--- src/rtl/hazard_unit_mc_if.sv ---
// Pipeline <-> hazard unit signal bundle: register addresses, write enables,
// memory handshake and PC-write flags in; forwarding selects, stall/flush
// controls and event counters out.
interface hazard_unit_mc_if #(
    parameter int RA_W  = 4,
    parameter int CNT_W = 16
);
    logic [RA_W-1:0]  RA1D, RA2D, RA1E, RA2E;
    logic [RA_W-1:0]  WA3E, WA3M, WA3W;
    logic             RegWriteE, RegWriteM, RegWriteW;
    logic             MemtoRegE;
    logic             MemReqM, MemAckM;
    logic             PCSrcD, PCSrcE, PCSrcM, PCSrcW;
    logic             BranchTakenE;

    logic [1:0]       ForwardAE, ForwardBE;
    logic             StallF, StallD, StallE, StallM;
    logic             FlushD, FlushE, FlushW;
    logic             MemErr;
    logic [CNT_W-1:0] StallCnt, FlushCnt;

    // Pipeline side: drives hazard sources, consumes controls.
    modport master (
        output RA1D, RA2D, RA1E, RA2E, WA3E, WA3M, WA3W,
        output RegWriteE, RegWriteM, RegWriteW, MemtoRegE,
        output MemReqM, MemAckM, PCSrcD, PCSrcE, PCSrcM, PCSrcW, BranchTakenE,
        input  ForwardAE, ForwardBE, StallF, StallD, StallE, StallM,
        input  FlushD, FlushE, FlushW, MemErr, StallCnt, FlushCnt
    );

    // Hazard unit side.
    modport slave (
        input  RA1D, RA2D, RA1E, RA2E, WA3E, WA3M, WA3W,
        input  RegWriteE, RegWriteM, RegWriteW, MemtoRegE,
        input  MemReqM, MemAckM, PCSrcD, PCSrcE, PCSrcM, PCSrcW, BranchTakenE,
        output ForwardAE, ForwardBE, StallF, StallD, StallE, StallM,
        output FlushD, FlushE, FlushW, MemErr, StallCnt, FlushCnt
    );
endinterface

--- src/rtl/hazard_unit_mc.sv ---
// Hazard unit for the 5-stage pipeline: operand forwarding, load-use and
// PC-write stalls/flushes, a data-memory wait FSM with timeout, and
// saturating stall/flush event counters.
module hazard_unit_mc #(
    parameter int RA_W    = 4,
    parameter int TIMEOUT = 16,
    parameter int CNT_W   = 16
) (
    input logic              clk,
    input logic              reset,   // asynchronous, active-low
    hazard_unit_mc_if.slave  hz
);
    typedef enum logic [0:0] {
        S_IDLE = 1'b0,
        S_WAIT = 1'b1
    } state_e;

    // The wait counter holds the number of stall cycles already spent on the
    // current access (0 in IDLE), so it never needs to exceed TIMEOUT-1.
    localparam int             WC_W    = (TIMEOUT > 1) ? $clog2(TIMEOUT) : 1;
    localparam logic [WC_W-1:0] WC_LAST = WC_W'(TIMEOUT - 1);

    state_e           state_q, state_d;
    logic [WC_W-1:0]  wait_cnt_q, wait_cnt_d;
    logic             mem_err_q, mem_err_d;
    logic [CNT_W-1:0] stall_cnt_q, stall_cnt_d;
    logic [CNT_W-1:0] flush_cnt_q, flush_cnt_d;

    logic       ld_stall, pc_wr_pend, mem_busy, timeout_hit, mem_stall;
    logic [1:0] fwd_a, fwd_b;
    logic       stall_f, stall_d, stall_e, stall_m;
    logic       flush_d, flush_e, flush_w;

    // Forwarding selects: the younger result in M wins over the one in W.
    always_comb begin
        // NOTE: every always_comb output gets a default first so no path
        // leaves it unassigned, which would infer a latch.
        fwd_a = 2'b00;
        fwd_b = 2'b00;
        if (hz.RegWriteM && (hz.WA3M == hz.RA1E))      fwd_a = 2'b10;
        else if (hz.RegWriteW && (hz.WA3W == hz.RA1E)) fwd_a = 2'b01;
        if (hz.RegWriteM && (hz.WA3M == hz.RA2E))      fwd_b = 2'b10;
        else if (hz.RegWriteW && (hz.WA3W == hz.RA2E)) fwd_b = 2'b01;
    end

    assign ld_stall    = hz.MemtoRegE && hz.RegWriteE &&
                         ((hz.WA3E == hz.RA1D) || (hz.WA3E == hz.RA2D));
    assign pc_wr_pend  = hz.PCSrcD || hz.PCSrcE || hz.PCSrcM;
    assign mem_busy    = (state_q == S_WAIT) || hz.MemReqM;
    assign timeout_hit = mem_busy && (wait_cnt_q == WC_LAST);
    // Gated by reset so an access interrupted by reset releases the pipe at once.
    assign mem_stall   = reset && mem_busy && !hz.MemAckM && !timeout_hit;

    // Stall/flush controls: a memory wait freezes F..M and bubbles W; the
    // frozen stages keep their hazards, which are re-evaluated on release.
    always_comb begin
        stall_f = 1'b0;
        stall_d = 1'b0;
        stall_e = 1'b0;
        stall_m = 1'b0;
        flush_d = 1'b0;
        flush_e = 1'b0;
        flush_w = 1'b0;
        if (mem_stall) begin
            stall_f = 1'b1;
            stall_d = 1'b1;
            stall_e = 1'b1;
            stall_m = 1'b1;
            flush_w = 1'b1;
        end else begin
            stall_f = ld_stall || pc_wr_pend;
            stall_d = ld_stall;
            flush_d = pc_wr_pend || hz.PCSrcW || hz.BranchTakenE;
            flush_e = ld_stall || hz.BranchTakenE;
        end
    end

    // Memory wait FSM next state, wait counter and sticky timeout error.
    always_comb begin
        state_d    = state_q;
        wait_cnt_d = wait_cnt_q;
        mem_err_d  = mem_err_q;
        case (state_q)
            S_IDLE: begin
                wait_cnt_d = '0;
                if (mem_stall) begin
                    state_d    = S_WAIT;
                    wait_cnt_d = wait_cnt_q + 1'b1;
                end
            end
            S_WAIT: begin
                if (mem_stall) begin
                    wait_cnt_d = wait_cnt_q + 1'b1;
                end else begin
                    state_d    = S_IDLE;
                    wait_cnt_d = '0;
                end
            end
            default: begin
                state_d    = S_IDLE;
                wait_cnt_d = '0;
            end
        endcase
        if (timeout_hit && !hz.MemAckM) begin
            mem_err_d = 1'b1;
        end
    end

    // Event counters stop at all-ones instead of wrapping.
    always_comb begin
        stall_cnt_d = stall_cnt_q;
        flush_cnt_d = flush_cnt_q;
        if (stall_f && (stall_cnt_q != {CNT_W{1'b1}})) begin
            stall_cnt_d = stall_cnt_q + 1'b1;
        end
        if ((flush_d || flush_e) && (flush_cnt_q != {CNT_W{1'b1}})) begin
            flush_cnt_d = flush_cnt_q + 1'b1;
        end
    end

    // State register with asynchronous active-low reset.
    always_ff @(posedge clk or negedge reset) begin
        if (!reset) begin
            state_q     <= S_IDLE;
            wait_cnt_q  <= '0;
            mem_err_q   <= 1'b0;
            stall_cnt_q <= '0;
            flush_cnt_q <= '0;
        end else begin
            // NOTE: non-blocking assignments so every register samples the
            // pre-edge values, independent of statement order.
            state_q     <= state_d;
            wait_cnt_q  <= wait_cnt_d;
            mem_err_q   <= mem_err_d;
            stall_cnt_q <= stall_cnt_d;
            flush_cnt_q <= flush_cnt_d;
        end
    end

    assign hz.ForwardAE = fwd_a;
    assign hz.ForwardBE = fwd_b;
    assign hz.StallF    = stall_f;
    assign hz.StallD    = stall_d;
    assign hz.StallE    = stall_e;
    assign hz.StallM    = stall_m;
    assign hz.FlushD    = flush_d;
    assign hz.FlushE    = flush_e;
    assign hz.FlushW    = flush_w;
    assign hz.MemErr    = mem_err_q;
    assign hz.StallCnt  = stall_cnt_q;
    assign hz.FlushCnt  = flush_cnt_q;
endmodule

--- src/flat_wrapper.sv ---
// flat-port wrapper written by rule: the top's interface ports become plain ports
module hazard_unit_mc_flat 
#(
    parameter int RA_W    = 4,
    parameter int TIMEOUT = 16,
    parameter int CNT_W   = 16
)
  (clk, reset, hz_RA1D, hz_RA2D, hz_RA1E, hz_RA2E, hz_WA3E, hz_WA3M, hz_WA3W, hz_RegWriteE, hz_RegWriteM, hz_RegWriteW, hz_MemtoRegE, hz_MemReqM, hz_MemAckM, hz_PCSrcD, hz_PCSrcE, hz_PCSrcM, hz_PCSrcW, hz_BranchTakenE, hz_ForwardAE, hz_ForwardBE, hz_StallF, hz_StallD, hz_StallE, hz_StallM, hz_FlushD, hz_FlushE, hz_FlushW, hz_MemErr, hz_StallCnt, hz_FlushCnt);
  hazard_unit_mc_if #(.RA_W(RA_W), .CNT_W(CNT_W)) hz_i ();
  input logic clk;
  input logic reset;
  input wire logic [$bits(hz_i.RA1D)-1:0] hz_RA1D;
  input wire logic [$bits(hz_i.RA2D)-1:0] hz_RA2D;
  input wire logic [$bits(hz_i.RA1E)-1:0] hz_RA1E;
  input wire logic [$bits(hz_i.RA2E)-1:0] hz_RA2E;
  input wire logic [$bits(hz_i.WA3E)-1:0] hz_WA3E;
  input wire logic [$bits(hz_i.WA3M)-1:0] hz_WA3M;
  input wire logic [$bits(hz_i.WA3W)-1:0] hz_WA3W;
  input wire logic [$bits(hz_i.RegWriteE)-1:0] hz_RegWriteE;
  input wire logic [$bits(hz_i.RegWriteM)-1:0] hz_RegWriteM;
  input wire logic [$bits(hz_i.RegWriteW)-1:0] hz_RegWriteW;
  input wire logic [$bits(hz_i.MemtoRegE)-1:0] hz_MemtoRegE;
  input wire logic [$bits(hz_i.MemReqM)-1:0] hz_MemReqM;
  input wire logic [$bits(hz_i.MemAckM)-1:0] hz_MemAckM;
  input wire logic [$bits(hz_i.PCSrcD)-1:0] hz_PCSrcD;
  input wire logic [$bits(hz_i.PCSrcE)-1:0] hz_PCSrcE;
  input wire logic [$bits(hz_i.PCSrcM)-1:0] hz_PCSrcM;
  input wire logic [$bits(hz_i.PCSrcW)-1:0] hz_PCSrcW;
  input wire logic [$bits(hz_i.BranchTakenE)-1:0] hz_BranchTakenE;
  output wire logic [$bits(hz_i.ForwardAE)-1:0] hz_ForwardAE;
  output wire logic [$bits(hz_i.ForwardBE)-1:0] hz_ForwardBE;
  output wire logic [$bits(hz_i.StallF)-1:0] hz_StallF;
  output wire logic [$bits(hz_i.StallD)-1:0] hz_StallD;
  output wire logic [$bits(hz_i.StallE)-1:0] hz_StallE;
  output wire logic [$bits(hz_i.StallM)-1:0] hz_StallM;
  output wire logic [$bits(hz_i.FlushD)-1:0] hz_FlushD;
  output wire logic [$bits(hz_i.FlushE)-1:0] hz_FlushE;
  output wire logic [$bits(hz_i.FlushW)-1:0] hz_FlushW;
  output wire logic [$bits(hz_i.MemErr)-1:0] hz_MemErr;
  output wire logic [$bits(hz_i.StallCnt)-1:0] hz_StallCnt;
  output wire logic [$bits(hz_i.FlushCnt)-1:0] hz_FlushCnt;
  assign hz_i.RA1D = hz_RA1D;
  assign hz_i.RA2D = hz_RA2D;
  assign hz_i.RA1E = hz_RA1E;
  assign hz_i.RA2E = hz_RA2E;
  assign hz_i.WA3E = hz_WA3E;
  assign hz_i.WA3M = hz_WA3M;
  assign hz_i.WA3W = hz_WA3W;
  assign hz_i.RegWriteE = hz_RegWriteE;
  assign hz_i.RegWriteM = hz_RegWriteM;
  assign hz_i.RegWriteW = hz_RegWriteW;
  assign hz_i.MemtoRegE = hz_MemtoRegE;
  assign hz_i.MemReqM = hz_MemReqM;
  assign hz_i.MemAckM = hz_MemAckM;
  assign hz_i.PCSrcD = hz_PCSrcD;
  assign hz_i.PCSrcE = hz_PCSrcE;
  assign hz_i.PCSrcM = hz_PCSrcM;
  assign hz_i.PCSrcW = hz_PCSrcW;
  assign hz_i.BranchTakenE = hz_BranchTakenE;
  assign hz_ForwardAE = hz_i.ForwardAE;
  assign hz_ForwardBE = hz_i.ForwardBE;
  assign hz_StallF = hz_i.StallF;
  assign hz_StallD = hz_i.StallD;
  assign hz_StallE = hz_i.StallE;
  assign hz_StallM = hz_i.StallM;
  assign hz_FlushD = hz_i.FlushD;
  assign hz_FlushE = hz_i.FlushE;
  assign hz_FlushW = hz_i.FlushW;
  assign hz_MemErr = hz_i.MemErr;
  assign hz_StallCnt = hz_i.StallCnt;
  assign hz_FlushCnt = hz_i.FlushCnt;
  hazard_unit_mc #(.RA_W(RA_W), .TIMEOUT(TIMEOUT), .CNT_W(CNT_W)) u_core (.clk(clk), .reset(reset), .hz(hz_i));
endmodule
--- config.mk ---
export PLATFORM = sky130hd
export DESIGN_NAME = hazard_unit_mc_flat
export DESIGN_NICKNAME = d
export VERILOG_FILES = /design/src/rtl/hazard_unit_mc_if.sv /design/src/rtl/hazard_unit_mc.sv /design/src/flat_wrapper.sv
export SDC_FILE = /design/constraint.sdc
export NUM_CORES = 1
export LEC_CHECK = 0
export ABC_CLOCK_PERIOD_IN_PS = 3200
export CORE_MARGIN = 2
export CORE_UTILIZATION = 40
export DETAILED_ROUTE_END_ITERATION = 6
export GPL_ROUTABILITY_DRIVEN = 0
export GPL_TIMING_DRIVEN = 0
export HOLD_SLACK_MARGIN = 0.1
export PLACE_DENSITY = 0.8
export SLEW_MARGIN = 40
export SYNTH_ARGS = -nofsm -noshare
export SYNTH_HDL_FRONTEND = slang
export SYNTH_SLANG_ARGS = --single-unit
--- constraint.sdc ---
create_clock -name clk -period 3.2 [get_ports clk]
set_clock_uncertainty 0.05 [all_clocks]
set_input_delay 0.64 -clock clk [delete_from_list [all_inputs] [get_ports clk]]
set_output_delay 0.64 -clock clk [all_outputs]
set_load 0.005 [all_outputs]
=== Yosys cells after proc, flatten, opt, wreduce, memory -nomap -nowiden ===
Cells that the tools add are included.

* $add $sub $neg: 3
* $mul: 0
* Div/mod/pow operators: 0
* Magnitude comparators: 0
* Equality and inequality tests: 9
* Shift-type cells: 0
* Multiplexer cells: 10
* Bitwise gates (word level): 0
* Reduce and logical (&&, ||, !) cells: 24

{| class="wikitable"
|+ Operator list
! operator !! count
|-
| 16-bit by 1-bit adder with 16-bit output (second input constant) || 2
|-
| 16-bit inequality test (second input constant) || 2
|-
| 4-bit equality test || 6
|-
| 1-bit logical AND || 13
|-
| 1-bit logical OR || 9
|-
| 1-bit 2-to-1 mux || 7
|-
| 4-bit by 1-bit adder with 4-bit output (second input constant) || 1
|-
| 4-bit equality test (second input constant) || 1
|-
| 2-bit 2-to-1 mux || 2
|-
| 4-bit 2-to-1 mux || 1
|-
| 1-bit zero test || 2
|}

* Register bits after elaboration: 38
* Latch bits: 0
* Memory bits (writable): 0
* ROM bits: 0
* Input bits: 41
* Output and inout bits: 44
* Word-level logic and storage cells: 51
* Memories kept: 0

=== Longest topological paths before layout ===
* Depth after elaboration: 7
* Mapped depth: 8
* Depth with buffers taken out: 7

=== Worst setup path after synthesis ===
No wires, ideal clock.

* Kind: input to output
* From: input hz_RA1E[0]
* To: output hz_ForwardAE[0]
* Data arrival time: 1.431 ns
* Required time: 2.510 ns
* Path slack: 1.079 ns
* Cell stages on the path: 4
* Path buffers: 0
* Cells stage by stage: inv_1 > a222oi_1 > nor4b_1 > nor2_1

* Cells in the longest elaborated chain, start to end: 4
* Elaborated cells on any way between the ends: 6
* Those cells by class: eq/ne (2); mux (2); reduce/logical (2)

{| class="wikitable"
|+ Ends and longest elaborated chain
! what !! RTL line !! source
|-
| start: declaration || flat_wrapper.sv:14 || <nowiki>input wire logic [$bits(hz_i.RA1E)-1:0] hz_RA1E;</nowiki>
|-
| 4-bit equality test || hazard_unit_mc.sv:41 || <nowiki>else if (hz.RegWriteW && (hz.WA3W == hz.RA1E)) fwd_a = 2'b01;</nowiki>
|-
| 1-bit logical AND || hazard_unit_mc.sv:41 ||
|-
| 1-bit 2-to-1 mux || hazard_unit_mc.sv:41 ||
|-
| 2-bit 2-to-1 mux (*) || hazard_unit_mc.sv:40 || <nowiki>if (hz.RegWriteM && (hz.WA3M == hz.RA1E)) fwd_a = 2'b10;</nowiki>
|-
| end: declaration || flat_wrapper.sv:30 || <nowiki>output wire logic [$bits(hz_i.ForwardAE)-1:0] hz_ForwardAE;</nowiki>
|}

Mark *: on every way between the ends. The rest lies on a longest branch, timed or not.

=== Worst setup path after layout ===
* From: input hz_WA3E[1]
* To: output hz_FlushE

* Cells in the longest elaborated chain, start to end: 5
* Elaborated cells on any way between the ends: 6
* Those cells by class: eq/ne (2); mux (1); reduce/logical (3)

{| class="wikitable"
|+ Ends and longest elaborated chain
! what !! RTL line !! source
|-
| start: declaration || flat_wrapper.sv:16 || <nowiki>input wire logic [$bits(hz_i.WA3E)-1:0] hz_WA3E;</nowiki>
|-
| 4-bit equality test || hazard_unit_mc.sv:47 || <nowiki>((hz.WA3E == hz.RA1D) || (hz.WA3E == hz.RA2D));</nowiki>
|-
| 1-bit logical OR (*) || hazard_unit_mc.sv:47 ||
|-
| 1-bit logical AND (*) || hazard_unit_mc.sv:46 || <nowiki>assign ld_stall = hz.MemtoRegE && hz.RegWriteE &&</nowiki>
|-
| 1-bit logical OR (*) || hazard_unit_mc.sv:74 || <nowiki>flush_e = ld_stall || hz.BranchTakenE;</nowiki>
|-
| 1-bit 2-to-1 mux (*) || hazard_unit_mc.sv:64 || <nowiki>if (mem_stall) begin</nowiki>
|-
| end: declaration || flat_wrapper.sv:37 || <nowiki>output wire logic [$bits(hz_i.FlushE)-1:0] hz_FlushE;</nowiki>
|}

Marks and branches as above.

==> flow_summary.yaml <==
final_layout:
  multi_input_area_um2: 1130
  layout.nets: 346
  nFillCells: 450
  area_delta_synth_final_pct: 48.1
  regArea_um2: 951
  fin_area_um2: 3150
  diodes: 0
  layout-drive-gt1-share_pct: 8.61
logic_synthesis:
  synth_nets: 254
  ys_ff_latch: 38
  synth_cell_types: 40
  ys_warn_count: 0
  netlist_area_um2: 2130
  avgSynthCellArea_um2: 10.1
  synthCells: 210
  ys_seq_area_share_pct: 44.7
critical_path:
  endpoint_kind: "primary output"
  r2r-start: "u_core.hz.StallCnt[0]$_DFFE_PN0P_"
  critPathRequiredTime_ns: 2.51
  crit_buf_inv: 2
  path_cells: "clkdlybuf4s50_1 > xnor2_1 > nand4_1 > a21oi_4 > nor2_1 > nor2_1 > clkdlybuf4s50_1"
  start_kind: "primary input"
  crit_start: "hz_WA3E[1]"
  cpPeakStageDelay_ns: 0.53
  cp.depth: 7
  worstSetupPathType: "in -> out"
  arrival_ns: 2.39
  worstRegToRegCells: 7
  ff2ff_setup_slack_ns: 0.93
  rr_endpoint: "u_core.hz.StallCnt[1]$_DFFE_PN0P_"
  crit_family: "buffers and inverters"
  slowest_stage: "clkdlybuf4s50_1"
  crit_end: "hz_FlushE"
  crit_fanout: 5
run:
  drv_cap: 0
clock_network:
  cts_tree: "built"
  clk_latency_ns: 0.28
  htreeDepth: 2
  numCtsBuffers: 5
  clock-sinks: 38
  root_buffer: "clkbuf_8"
  clkTransAtPathRegs_ns: 0.07
  cts_max_path_buffers: 2
floorplan:
  core-area_um2: 5110
  die_y_um: 77.0
  rows: 26
  start_util_pct: 41.7
  dieArea_um2: 5920
  pin_count: 85
  dieWidth_um: 77.0
global_route:
  grt_pass1_wl_um: 8490
  grt_max_degree: 41
  track_usage_pct: 17.6
  antenna_found_initial: 0
  grt_pass1_vias: 1841
  grt_overflow: 0
place:
  place_hpwl_um: 3820
  io_buffers: 84
  dpl-instance-area_um2: 3060
timing:
  drv_slew: 0
  worstMarginPinSlew_ns: 0.490
  slew_headroom_pct: 67.3
  fin_tns_setup_ns: 0
  rsz0062_at_grt: "false"
  fin_crit_ns: 3.08
  fmax_mhz: 324
  hold_violations: 0
  setup_violations: 0
  period_share_pct: 96.4
detailed_routing:
  postRouteAntennaNets: 0
  dr.pass1.iters: 4
  drt_iter0_drc: 46
  drc: 0
  avgViaCountPerCell: 5.02
  route.vias.total: 1867
  wl_per_cell_um: 13.4
  wl_um: 4970
worst_hold_path:
  min_path_type: "in -> async"
power:
  leakage_uw: 0.00137
  pwr_density_cell_nw_per_um2: 480
  ir_drop_uv: 412
status:
  status: "finished clean"
==> synthesized netlist by cell type (all sizes together) <==
| cell | n | area (um2) |
|---|---|---|
| a21oi | 2 | 13.8 |
| a222oi | 1 | 10.0 |
| a41o | 1 | 10.0 |
| and2 | 1 | 6.26 |
| and3 | 3 | 20.0 |
| and4 | 3 | 28.8 |
| buf | 4 | 31.3 |
| dfrtp | 38 | 951 |
| ha | 3 | 37.5 |
| inv | 7 | 26.3 |
| mux2 | 5 | 56.3 |
| nand2 | 20 | 75.1 |
| nand2b | 3 | 18.8 |
| nand3 | 16 | 90.1 |
| nand4 | 6 | 37.5 |
| nor2 | 18 | 67.6 |
| nor3 | 11 | 60.1 |
| nor4 | 5 | 46.3 |
| nor4b | 3 | 26.3 |
| o211a | 1 | 10.0 |
| o21ai | 4 | 23.8 |
| o21ba | 1 | 10.0 |
| o22ai | 1 | 6.26 |
| or2 | 1 | 6.26 |
| or3b | 1 | 8.76 |
| or4b | 1 | 13.8 |
| xnor2 | 20 | 175 |
| xor2 | 30 | 263 |
==> area by class of cell <==
type                            count  area share (%)
Clock buffer                        7            2.42
Buffer                              4           0.992
Inverter                            7           0.833
Multi-Input combinational cell    161            36.0
Tap cell                           70            2.78
Timing Repair Buffer               85            26.8
Sequential cell                    38            30.2
==> registers in the layout, indices dropped and copies added, names as in the netlist <==
register / count
u_core.state_q: 1
u_core.wait_cnt_q: 4
u_core.hz.MemErr: 1
u_core.hz.FlushCnt: 16
u_core.hz.StallCnt: 16
==> per-layer routing <==
layer  wire, um  up-vias  track usage, %
li1           -      904               -
met1       2170      896            22.3
met2       2400       62            29.6
met3        340        5            4.94
met4         51        0            4.55
met5          0        -               0
==> power breakdown <==
| group | switching, uW | internal (uW) |
|---|---|---|
| logic | 175 | 325 |
| clock network | 154 | 150 |
| registers | 129 | 578 |
| total | 459 | 1050 |
==> cells by family after synthesis <==
family                     synth area share (%)
buffers and inverters                      2.70
AOI/OAI and AO/OA                          3.94
adders and majority gates                  1.76
DFF                                        44.7
muxes                                      2.64
and+or+nand+nor                            23.7
xor gates and xnor gates                   20.6
==> through the flow <==
stage	cells	worst slack, ns	utilization, %	power [uW]	hold WS (ns)
after global routing	372	0.00529	61.7	1610	0.300
after detailed placement	364	0.0246	59.8	1220	0.405
after floorplan	210	1.08	-	897	0.294
after global placement	364	-1.20	59.9	1200	0.400
final	372	0.116	61.7	1510	0.264
after CTS	371	0.0265	61.3	1530	0.285
==> how the worst min path moves through the flow <==
stage / start / to / slack (ns) / cells past startpoint
CTS: reset / u_core.hz.StallCnt[8]$_DFFE_PN0P_ / 0.29 / 1
global placement: u_core.wait_cnt_q[0]$_DFF_PN0_ / u_core.wait_cnt_q[0]$_DFF_PN0_ / 0.40 / 1
global route: reset / u_core.hz.StallCnt[8]$_DFFE_PN0P_ / 0.30 / 1
finish: reset / u_core.hz.StallCnt[7]$_DFFE_PN0P_ / 0.26 / 1
detailed placement: u_core.wait_cnt_q[0]$_DFF_PN0_ / u_core.wait_cnt_q[0]$_DFF_PN0_ / 0.41 / 1
floorplan: reset / u_core.hz.FlushCnt[0]$_DFFE_PN0P_ / 0.29 / 0
==> repair_timing <==
| action | 4_1_cts | 5_1_grt |
|---|---|---|
| endpoints found under the setup margin | 0 | 5 |
| hold buffers | 0 | 0 |
| resized for setup | 0 | 2 |
| setup buffers | 0 | 1 |
==> cell usage in the layout (no fill, tap or decap), types with 2 or more instances in the layout <==
master / instances
nor4_1: 4
clkbuf_8: 5
ha_1: 3
o21ai_0: 2
clkdlybuf4s50_1: 83
nand2_1: 20
clkbuf_1: 2
xnor2_1: 20
nand3_2: 2
mux2_1: 2
nor3_1: 10
nand4_1: 6
nor2_1: 18
and3_1: 2
inv_1: 6
nand2b_1: 3
buf_4: 4
mux2_2: 3
dfrtp_1: 38
nor4b_1: 2
nand3_1: 14
xor2_1: 30
and4_1: 2
Power figures use the tool's default switching activity.
